<file path="config.mk">
export PLATFORM = sky130hd
export DESIGN_NAME = exception_ctrl_seq_flat
export DESIGN_NICKNAME = d
export VERILOG_FILES = /design/src/rtl/exception_ctrl_seq_if.sv /design/src/rtl/exception_ctrl_seq.sv /design/src/flat_wrapper.sv
export SDC_FILE = /design/constraint.sdc
export NUM_CORES = 1
export LEC_CHECK = 0
export ABC_AREA = 1
export CORE_MARGIN = 10
export CORE_UTILIZATION = 44
export DETAILED_ROUTE_END_ITERATION = 12
export PLACE_DENSITY = 0.81
export SYNTH_ARGS = -nofsm -noshare
export SYNTH_HDL_FRONTEND = slang
export SYNTH_SLANG_ARGS = --single-unit
export TNS_END_PERCENT = 20
</file>
<file path="constraint.sdc">
create_clock -name clk -period 2 [get_ports clk]
set_clock_uncertainty 0.1 [all_clocks]
set_input_delay 0.4 -clock clk [delete_from_list [all_inputs] [get_ports clk]]
set_output_delay 0.4 -clock clk [all_outputs]
set_load 0.02 [all_outputs]
</file>
<file path="src/rtl/exception_ctrl_seq_if.sv">
`default_nettype none
// ============================================================================
// Module      : exception_ctrl_seq_if
// Description : Bundle between the MEM/WB pipeline glue, CP0 and fetch on one
//               side and the registered exception controller on the other.
//               master : pipeline/CP0/fetch side (drives cause flags, status,
//                        EPC, redirect_ready; observes commit/flush/redirect)
//               slave  : exception controller
//               Signals: ext_int, timer_int, cause_ip_sw, status_*, mem_*,
//                        cp0_epc, redirect_ready (to controller);
//                        exc_* commit record, flush, redirect_valid,
//                        redirect_pc, busy (from controller).
// Revision    : 1.0 - initial release
// ============================================================================
interface exception_ctrl_seq_if #(
  parameter int HW_INT_NUM = 6
);
  logic [HW_INT_NUM-1:0] ext_int;
  logic                  timer_int;
  logic [1:0]            cause_ip_sw;
  logic [HW_INT_NUM+1:0] status_im;
  logic                  status_ie;
  logic                  status_exl;
  logic                  status_erl;
  logic                  mem_valid;
  logic [31:0]           mem_pc;
  logic [31:0]           mem_addr;
  logic                  mem_delayslot;
  logic                  mem_ri;
  logic                  mem_ov;
  logic                  mem_sys;
  logic                  mem_bp;
  logic                  mem_eret;
  logic [1:0]            mem_ld_size;
  logic [1:0]            mem_st_size;
  logic [31:0]           cp0_epc;
  logic                  redirect_ready;
  logic                  exc_commit;
  logic [4:0]            exc_code;
  logic [31:0]           exc_epc;
  logic [31:0]           exc_badvaddr;
  logic                  exc_bd;
  logic                  exc_is_eret;
  logic                  flush;
  logic                  redirect_valid;
  logic [31:0]           redirect_pc;
  logic                  busy;

  modport master (
    output ext_int, timer_int, cause_ip_sw, status_im, status_ie, status_exl,
           status_erl, mem_valid, mem_pc, mem_addr, mem_delayslot, mem_ri,
           mem_ov, mem_sys, mem_bp, mem_eret, mem_ld_size, mem_st_size,
           cp0_epc, redirect_ready,
    input  exc_commit, exc_code, exc_epc, exc_badvaddr, exc_bd, exc_is_eret,
           flush, redirect_valid, redirect_pc, busy
  );

  modport slave (
    input  ext_int, timer_int, cause_ip_sw, status_im, status_ie, status_exl,
           status_erl, mem_valid, mem_pc, mem_addr, mem_delayslot, mem_ri,
           mem_ov, mem_sys, mem_bp, mem_eret, mem_ld_size, mem_st_size,
           cp0_epc, redirect_ready,
    output exc_commit, exc_code, exc_epc, exc_badvaddr, exc_bd, exc_is_eret,
           flush, redirect_valid, redirect_pc, busy
  );
endinterface
`default_nettype wire

</file>
<file path="src/rtl/exception_ctrl_seq.sv">
`default_nettype none
// ============================================================================
// Module      : exception_ctrl_seq
// Description : Registered exception/interrupt controller at the MEM/WB
//               boundary. Synchronises external interrupt lines, prioritises
//               the causes of the instruction in MEM, then sequences
//               commit -> flush -> redirect (valid/ready) toward fetch.
// Ports       : clk  - clock
//               rst  - asynchronous reset, ACTIVE LOW
//               bus  - exception_ctrl_seq_if.slave (cause inputs, status,
//                      commit record, flush, redirect handshake, busy)
// Parameters  : HW_INT_NUM (IP/IM width = HW_INT_NUM+2), SYNC_STAGES (1..3),
//               FLUSH_CYCLES (1..4), EXC_VECTOR (handler entry)
// Revision    : 1.0 - initial release
// ============================================================================
module exception_ctrl_seq #(
  parameter int          HW_INT_NUM   = 6,
  parameter int          SYNC_STAGES  = 2,
  parameter int          FLUSH_CYCLES = 1,
  parameter logic [31:0] EXC_VECTOR   = 32'hBFC0_0380
) (
  input  wire logic            clk,
  input  wire logic            rst,
  exception_ctrl_seq_if.slave  bus
);

  localparam int unsigned c_IP_W  = HW_INT_NUM + 2;
  localparam int unsigned c_CNT_W = 3;
  localparam logic [c_CNT_W-1:0] c_CNT_LOAD = c_CNT_W'(FLUSH_CYCLES - 1);
  localparam logic [c_CNT_W-1:0] c_CNT_ONE  = c_CNT_W'(1);

  localparam logic [4:0] c_EXC_INT  = 5'd0;
  localparam logic [4:0] c_EXC_ADEL = 5'd4;
  localparam logic [4:0] c_EXC_ADES = 5'd5;
  localparam logic [4:0] c_EXC_SYS  = 5'd8;
  localparam logic [4:0] c_EXC_BP   = 5'd9;
  localparam logic [4:0] c_EXC_RI   = 5'd10;
  localparam logic [4:0] c_EXC_OV   = 5'd12;

  typedef enum logic [1:0] {
    S_IDLE     = 2'd0,
    S_FLUSH    = 2'd1,
    S_REDIRECT = 2'd2
  } state_t;

  state_t r_state, w_state_nxt;
  logic [c_CNT_W-1:0] r_cnt, w_cnt_nxt;
  logic               r_commit, w_commit_nxt;
  logic               w_load;

  // --------------------------------------------------------------------------
  // External interrupt synchroniser: stage 0 samples the raw pins, only the
  // last stage is ever looked at.
  // --------------------------------------------------------------------------
  logic [SYNC_STAGES-1:0][HW_INT_NUM-1:0] r_sync;
  logic [HW_INT_NUM-1:0]                  w_ext_sync;

  always_ff @(posedge clk or negedge rst) begin
    if (!rst) begin
      r_sync <= '0;
    end else begin
      r_sync[0] <= bus.ext_int;
      for (int i = 1; i < SYNC_STAGES; i++) begin
        r_sync[i] <= r_sync[i-1];
      end
    end
  end

  assign w_ext_sync = r_sync[SYNC_STAGES-1];

  // --------------------------------------------------------------------------
  // Interrupt request: timer shares the top IP bit with the highest ext line.
  // --------------------------------------------------------------------------
  logic [c_IP_W-1:0] w_ip;
  logic              w_int_req;

  always_comb begin
    w_ip            = {w_ext_sync, bus.cause_ip_sw};
    w_ip[c_IP_W-1]  = w_ip[c_IP_W-1] | bus.timer_int;
  end

  assign w_int_req = (|(w_ip & bus.status_im)) & bus.status_ie &
                     ~bus.status_exl & ~bus.status_erl;

  // --------------------------------------------------------------------------
  // Address-error detection (fetch, load, store)
  // --------------------------------------------------------------------------
  logic w_f_adel, w_d_adel, w_ades;

  assign w_f_adel = |bus.mem_pc[1:0];
  assign w_d_adel = ((bus.mem_ld_size == 2'b11) && (|bus.mem_addr[1:0])) ||
                    ((bus.mem_ld_size == 2'b10) && bus.mem_addr[0]);
  assign w_ades   = ((bus.mem_st_size == 2'b11) && (|bus.mem_addr[1:0])) ||
                    ((bus.mem_st_size == 2'b10) && bus.mem_addr[0]);

  // --------------------------------------------------------------------------
  // Cause priority. Interrupts only attach to a real MEM instruction so the
  // EPC always points at something restartable.
  // --------------------------------------------------------------------------
  logic        w_take;
  logic [4:0]  w_code;
  logic        w_eret;
  logic [31:0] w_badvaddr;
  logic [31:0] w_epc;

  always_comb begin
    w_take     = 1'b0;
    w_code     = c_EXC_INT;
    w_eret     = 1'b0;
    w_badvaddr = 32'd0;
    if (bus.mem_valid) begin
      if (w_int_req) begin
        w_take = 1'b1;
        w_code = c_EXC_INT;
      end else if (w_f_adel) begin
        w_take     = 1'b1;
        w_code     = c_EXC_ADEL;
        w_badvaddr = bus.mem_pc;
      end else if (bus.mem_ri) begin
        w_take = 1'b1;
        w_code = c_EXC_RI;
      end else if (bus.mem_ov) begin
        w_take = 1'b1;
        w_code = c_EXC_OV;
      end else if (bus.mem_sys) begin
        w_take = 1'b1;
        w_code = c_EXC_SYS;
      end else if (bus.mem_bp) begin
        w_take = 1'b1;
        w_code = c_EXC_BP;
      end else if (w_d_adel) begin
        w_take     = 1'b1;
        w_code     = c_EXC_ADEL;
        w_badvaddr = bus.mem_addr;
      end else if (w_ades) begin
        w_take     = 1'b1;
        w_code     = c_EXC_ADES;
        w_badvaddr = bus.mem_addr;
      end else if (bus.mem_eret) begin
        w_take = 1'b1;
        w_code = c_EXC_INT;
        w_eret = 1'b1;
      end
    end
  end

  // Delay-slot instructions restart at the branch.
  assign w_epc = bus.mem_delayslot ? (bus.mem_pc - 32'd4) : bus.mem_pc;

  // --------------------------------------------------------------------------
  // Sequencer: next-state logic
  // --------------------------------------------------------------------------
  always_comb begin
    w_state_nxt  = r_state;
    w_cnt_nxt    = r_cnt;
    w_commit_nxt = 1'b0;
    w_load       = 1'b0;
    case (r_state)
      S_IDLE: begin
        if (w_take) begin
          w_state_nxt  = S_FLUSH;
          w_cnt_nxt    = c_CNT_LOAD;
          w_commit_nxt = 1'b1;
          w_load       = 1'b1;
        end
      end
      S_FLUSH: begin
        if (r_cnt == '0) begin
          w_state_nxt = S_REDIRECT;
        end else begin
          w_cnt_nxt = r_cnt - c_CNT_ONE;
        end
      end
      S_REDIRECT: begin
        if (bus.redirect_ready) begin
          w_state_nxt = S_IDLE;
        end
      end
      default: begin
        w_state_nxt = S_IDLE;
      end
    endcase
  end

  // Sequencer: state register
  always_ff @(posedge clk or negedge rst) begin
    if (!rst) begin
      r_state  <= S_IDLE;
      r_cnt    <= '0;
      r_commit <= 1'b0;
    end else begin
      r_state  <= w_state_nxt;
      r_cnt    <= w_cnt_nxt;
      r_commit <= w_commit_nxt;
    end
  end

  // --------------------------------------------------------------------------
  // Commit record and redirect target. Loaded only on a taken event so the
  // record holds until the next commit; cp0_epc is captured here so a late
  // MTC0 to EPC cannot move an ERET target that fetch is already being offered.
  // --------------------------------------------------------------------------
  logic [4:0]  r_code;
  logic [31:0] r_epc;
  logic [31:0] r_badvaddr;
  logic        r_bd;
  logic        r_is_eret;
  logic [31:0] r_redirect_pc;

  always_ff @(posedge clk or negedge rst) begin
    if (!rst) begin
      r_code        <= 5'd0;
      r_epc         <= 32'd0;
      r_badvaddr    <= 32'd0;
      r_bd          <= 1'b0;
      r_is_eret     <= 1'b0;
      r_redirect_pc <= 32'd0;
    end else if (w_load) begin
      r_code        <= w_code;
      r_epc         <= w_epc;
      r_badvaddr    <= w_badvaddr;
      r_bd          <= bus.mem_delayslot;
      r_is_eret     <= w_eret;
      r_redirect_pc <= w_eret ? bus.cp0_epc : EXC_VECTOR;
    end
  end

  // --------------------------------------------------------------------------
  // Outputs
  // --------------------------------------------------------------------------
  assign bus.exc_commit     = r_commit;
  assign bus.exc_code       = r_code;
  assign bus.exc_epc        = r_epc;
  assign bus.exc_badvaddr   = r_badvaddr;
  assign bus.exc_bd         = r_bd;
  assign bus.exc_is_eret    = r_is_eret;
  assign bus.flush          = (r_state == S_FLUSH);
  assign bus.redirect_valid = (r_state == S_REDIRECT);
  assign bus.redirect_pc    = r_redirect_pc;
  assign bus.busy           = (r_state != S_IDLE);

endmodule
`default_nettype wire

</file>
<file path="src/flat_wrapper.sv">
// flat-port wrapper written by rule: the top's interface ports become plain ports
module exception_ctrl_seq_flat 
#(
  parameter int          HW_INT_NUM   = 6,
  parameter int          SYNC_STAGES  = 2,
  parameter int          FLUSH_CYCLES = 1,
  parameter logic [31:0] EXC_VECTOR   = 32'hBFC0_0380
)
  (clk, rst, bus_ext_int, bus_timer_int, bus_cause_ip_sw, bus_status_im, bus_status_ie, bus_status_exl, bus_status_erl, bus_mem_valid, bus_mem_pc, bus_mem_addr, bus_mem_delayslot, bus_mem_ri, bus_mem_ov, bus_mem_sys, bus_mem_bp, bus_mem_eret, bus_mem_ld_size, bus_mem_st_size, bus_cp0_epc, bus_redirect_ready, bus_exc_commit, bus_exc_code, bus_exc_epc, bus_exc_badvaddr, bus_exc_bd, bus_exc_is_eret, bus_flush, bus_redirect_valid, bus_redirect_pc, bus_busy);
  exception_ctrl_seq_if #(.HW_INT_NUM(HW_INT_NUM)) bus_i ();
  input  wire logic clk;
  input  wire logic rst;
  input wire logic [$bits(bus_i.ext_int)-1:0] bus_ext_int;
  input wire logic [$bits(bus_i.timer_int)-1:0] bus_timer_int;
  input wire logic [$bits(bus_i.cause_ip_sw)-1:0] bus_cause_ip_sw;
  input wire logic [$bits(bus_i.status_im)-1:0] bus_status_im;
  input wire logic [$bits(bus_i.status_ie)-1:0] bus_status_ie;
  input wire logic [$bits(bus_i.status_exl)-1:0] bus_status_exl;
  input wire logic [$bits(bus_i.status_erl)-1:0] bus_status_erl;
  input wire logic [$bits(bus_i.mem_valid)-1:0] bus_mem_valid;
  input wire logic [$bits(bus_i.mem_pc)-1:0] bus_mem_pc;
  input wire logic [$bits(bus_i.mem_addr)-1:0] bus_mem_addr;
  input wire logic [$bits(bus_i.mem_delayslot)-1:0] bus_mem_delayslot;
  input wire logic [$bits(bus_i.mem_ri)-1:0] bus_mem_ri;
  input wire logic [$bits(bus_i.mem_ov)-1:0] bus_mem_ov;
  input wire logic [$bits(bus_i.mem_sys)-1:0] bus_mem_sys;
  input wire logic [$bits(bus_i.mem_bp)-1:0] bus_mem_bp;
  input wire logic [$bits(bus_i.mem_eret)-1:0] bus_mem_eret;
  input wire logic [$bits(bus_i.mem_ld_size)-1:0] bus_mem_ld_size;
  input wire logic [$bits(bus_i.mem_st_size)-1:0] bus_mem_st_size;
  input wire logic [$bits(bus_i.cp0_epc)-1:0] bus_cp0_epc;
  input wire logic [$bits(bus_i.redirect_ready)-1:0] bus_redirect_ready;
  output wire logic [$bits(bus_i.exc_commit)-1:0] bus_exc_commit;
  output wire logic [$bits(bus_i.exc_code)-1:0] bus_exc_code;
  output wire logic [$bits(bus_i.exc_epc)-1:0] bus_exc_epc;
  output wire logic [$bits(bus_i.exc_badvaddr)-1:0] bus_exc_badvaddr;
  output wire logic [$bits(bus_i.exc_bd)-1:0] bus_exc_bd;
  output wire logic [$bits(bus_i.exc_is_eret)-1:0] bus_exc_is_eret;
  output wire logic [$bits(bus_i.flush)-1:0] bus_flush;
  output wire logic [$bits(bus_i.redirect_valid)-1:0] bus_redirect_valid;
  output wire logic [$bits(bus_i.redirect_pc)-1:0] bus_redirect_pc;
  output wire logic [$bits(bus_i.busy)-1:0] bus_busy;
  assign bus_i.ext_int = bus_ext_int;
  assign bus_i.timer_int = bus_timer_int;
  assign bus_i.cause_ip_sw = bus_cause_ip_sw;
  assign bus_i.status_im = bus_status_im;
  assign bus_i.status_ie = bus_status_ie;
  assign bus_i.status_exl = bus_status_exl;
  assign bus_i.status_erl = bus_status_erl;
  assign bus_i.mem_valid = bus_mem_valid;
  assign bus_i.mem_pc = bus_mem_pc;
  assign bus_i.mem_addr = bus_mem_addr;
  assign bus_i.mem_delayslot = bus_mem_delayslot;
  assign bus_i.mem_ri = bus_mem_ri;
  assign bus_i.mem_ov = bus_mem_ov;
  assign bus_i.mem_sys = bus_mem_sys;
  assign bus_i.mem_bp = bus_mem_bp;
  assign bus_i.mem_eret = bus_mem_eret;
  assign bus_i.mem_ld_size = bus_mem_ld_size;
  assign bus_i.mem_st_size = bus_mem_st_size;
  assign bus_i.cp0_epc = bus_cp0_epc;
  assign bus_i.redirect_ready = bus_redirect_ready;
  assign bus_exc_commit = bus_i.exc_commit;
  assign bus_exc_code = bus_i.exc_code;
  assign bus_exc_epc = bus_i.exc_epc;
  assign bus_exc_badvaddr = bus_i.exc_badvaddr;
  assign bus_exc_bd = bus_i.exc_bd;
  assign bus_exc_is_eret = bus_i.exc_is_eret;
  assign bus_flush = bus_i.flush;
  assign bus_redirect_valid = bus_i.redirect_valid;
  assign bus_redirect_pc = bus_i.redirect_pc;
  assign bus_busy = bus_i.busy;
  exception_ctrl_seq #(.HW_INT_NUM(HW_INT_NUM), .SYNC_STAGES(SYNC_STAGES), .FLUSH_CYCLES(FLUSH_CYCLES), .EXC_VECTOR(EXC_VECTOR)) u_core (.clk(clk), .rst(rst), .bus(bus_i));
endmodule
</file>
==> results.py <==
metrics = {
    "worst_setup_path": {
        "required_ns": 1.50,
        "cp_max_fo": 2,
        "cpLargestDelayFamily": "buffers and inverters",
        "cp_num_buf_inv": 1,
        "critPathKind": "reg -> out",
        "start_kind": "flop",
        "cp-end-kind": "output pin",
        "crit_chain": "clkdlybuf4s50_1",
        "crit_arrival_ns": 1.44,
        "critPathMaxStageDelay_ns": 0.65,
        "crit_slowest_cell": "clkdlybuf4s50_1",
    },
    "clock_network": {
        "path_clk_slew_ns": 0.05,
        "clock_latency_ns": 0.42,
        "cts-buffers-inserted": 17,
        "h-tree-depth": 4,
        "cts_num_sinks": 120,
        "cts_root_buf": "clkbuf_16",
        "clockBufferDepth": 2,
        "cts_tree": "done",
        "post_cts_buffers": 0,
    },
    "sta": {
        "fin_ws_ns": 0.0581,
        "fin_crit_sh_pct": 97.1,
        "drv_slew": 0,
        "tns_ns": 0,
        "setup_viol": 0,
        "rsz0062_at_grt": "no",
        "tightest_slew_ns": 0.500,
        "fmax_ghz": 0.515,
        "hold_viol": 0,
        "slew_headroom_pct": 66.6,
        "period_needed_ns": 1.94,
    },
    "detailed_routing": {
        "wl_mm": 21.1,
        "dr.pass1.iters": 4,
        "final_antenna_net_count": 0,
        "num_vias": 6166,
        "viasPerCell": 4.84,
        "drc_errors": 0,
        "wire_per_inst_um": 16.5,
        "drt_iter0_markers": 443,
    },
    "global_routing": {
        "grt_max_degree": 38,
        "antenna_found_initial": 0,
        "overflow": 0,
        "grt_use_total_pct": 22.6,
        "grt_use_met2_pct": 38.5,
        "busiest_layer": "met2",
        "met1_usage_pct": 25.2,
        "grt_pass1_wl_mm": 32.7,
        "grt_pass1_vias": 6296,
        "grtUsageMet3_pct": 7.66,
    },
    "logic_synthesis": {
        "avgSynthCellArea_sq_um": 7.67,
        "yosysUniqueCellTypes": 28,
        "yosysMostFrequentCell": "nand2_1",
        "synth_area_leader_cell": "dfrtp_1",
        "syn_nets": 914,
        "yosys-top-cells-area": "dfrtp_1, nand2_1, o21ai_0",
        "ys.flop_type": "dfrtp_1",
        "synth.top_cell.area_share_pct": 50.1,
        "yosysSeqAreaShare_pct": 50.1,
        "synth_common_cells": "nand2_1, dfrtp_1, inv_1",
        "synthCells": 781,
        "async_flop_share_pct": 100,
        "synth_edf_count": 0,
        "synth_warnings": 0,
        "syn_area_sq_mm": 0.00599,
        "yosys_register_bits": 120,
    },
    "layout": {
        "nets": 1217,
        "fill_cells": 1026,
        "drive_gt1_share_pct": 12.8,
        "stdcell_count": 1273,
        "n_antenna_cell": 0,
        "final_area_sq_mm": 0.00963,
        "area_growth_pct": 60.6,
    },
    "power_and_ir_drop": {
        "p_leak_nw": 4.73,
        "internal_power_mw": 7.43,
        "switching_share_pct": 36.5,
        "p_clk_share_pct": 26.0,
        "power_frac_comb_pct": 42.2,
        "ir_worst_vdd_mv": 0.731,
        "power_frac_seq_pct": 31.9,
        "p_switching_mw": 4.27,
        "total_power_mw": 11.7,
        "p_per_area_mw_per_mm2": 1220,
    },
    "run_status": {
        "status": "finished clean",
    },
    "hold_path": {
        "hold_path_class": "reg -> reg",
    },
    "flow_run": {
        "drv_cap": 0,
    },
    "die": {
        "num_io_pins": 237,
        "rows": 42,
        "core_area_sq_mm": 0.0133,
        "die_area_sq_mm": 0.0187,
        "die-width_um": 137,
        "initial_utilization_pct": 45.1,
        "die_h_um": 137,
    },
    "placement": {
        "hpwl_mm": 16.3,
        "dp_slack_ns": -0.260,
        "dp.cells": 1240,
        "gp_congestion": 0.933,
        "io_buffer_count": 235,
        "dpl-instance-area_sq_mm": 0.00903,
    },
}
routing by layer:
metal	part of all wire, %	wire length [um]	vias to the layer above
met5	0	0	-
met4	2.9	601	0
met3	8.8	1850	43
met2	50	10500	226
met1	39	8150	2862
li1	-	-	3035
cell usage in the layout, fill, tap and decap left out, types with 2 or more instances in the layout:
cell | Yosys | final
buf_12 | 0 | 9
inv_2 | 6 | 6
clkinvlp_4 | 0 | 2
clkdlybuf4s50_1 | 0 | 231
clkinv_4 | 0 | 2
dfrtp_1 | 120 | 120
a21oi_1 | 2 | 2
nor2_4 | 5 | 5
nor3_1 | 5 | 5
clkinv_2 | 0 | 4
xor2_1 | 12 | 12
o21ai_0 | 54 | 54
nor3_2 | 3 | 3
nand2_2 | 4 | 3
buf_4 | 2 | 68
nand2_1 | 362 | 362
nand3_2 | 4 | 4
clkbuf_16 | 0 | 17
nand4_1 | 12 | 12
clkbuf_8 | 0 | 3
dlygate4sd2_1 | 0 | 3
o21ai_2 | 10 | 10
nor2_1 | 51 | 51
bufinv_16 | 0 | 2
nand3_1 | 30 | 30
ha_1 | 3 | 3
o21ai_1 | 5 | 5
inv_1 | 60 | 60
kinds of logic after synthesis:
kind of cell    count (synthesis)  synth area share (%)
other cells                     1                0.0626
compound gates                 73                  6.79
fa+ha+maj                       3                 0.627
simple gates                  478                  32.8
xor+xnor                       12                  1.75
flops                         120                  50.1
buf+inv                        94                  7.85
power groups by stage:
stage          sequential, mW  combinational [mW]  clock [mW]
4_1_cts                  3.73                5.01        3.09
5_1_grt                  3.83                5.32        3.21
3_3_place_gp             3.71                4.92           0
3_5_place_dp             3.74                4.99           0
2_1_floorplan            4.66                1.49           0
6_report                 3.73                4.94        3.04
worst paths after layout:
check | start | endpoint | slack [ns] | cells after the start
max in group asynchronous | rst | u_core.bus.exc_badvaddr[24] | 0.76 | 3
hold reg to reg | u_core.r_sync[5] | u_core.w_ext_sync[5] | 0.25 | 0
setup reg to reg | u_core.r_state[1] | u_core.bus.redirect_pc[7] | 0.26 | 7
setup / recovery | u_core.bus.redirect_pc[27] | bus_redirect_pc[27] | 0.06 | 1
min in group asynchronous | rst | u_core.r_sync[2] | 0.39 | 2
hold / removal | u_core.r_sync[5] | u_core.w_ext_sync[5] | 0.25 | 0
what timing repair did:
| action | 4_1_cts | 5_1_grt |
|---|---|---|
| endpoints found under the hold margin | 31 | 0 |
| endpoints found under the setup margin | 3 | 0 |
| gates resized for setup | 3 | 0 |
| hold buffers | 1 | 0 |
per-stage QoR:
step           hold WS (ns)  util, %
2_1_floorplan       0.00441        -
3_3_place_gp          0.233     67.9
3_5_place_dp          0.236     67.9
4_1_cts               0.250     72.4
5_1_grt               0.259     72.4
6_report              0.249     72.4
sequential cells by signal, indices dropped and copies added, names as in the netlist:
register                 cells
u_core.r_cnt                 3
u_core.bus.redirect_pc      32
u_core.bus.exc_code          4
u_core.r_sync                6
u_core.bus.exc_bd            1
u_core.bus.exc_is_eret       1
u_core.bus.exc_commit        1
u_core.w_ext_sync            6
u_core.bus.exc_epc          32
u_core.bus.exc_badvaddr     32
u_core.r_state               2
layout make-up:
class	count	area [sq um]	share of cell area, %
timing repair buffer	312	3040	31.6
sequential	120	3000	31.2
multi-input combinational	567	2520	26.2
clock buffer	21	470	4.89
inverter	66	248	2.57
tap	176	220	2.29
clock inverter	11	121	1.26
No activity file was read; power rests on OpenSTA's default activity.
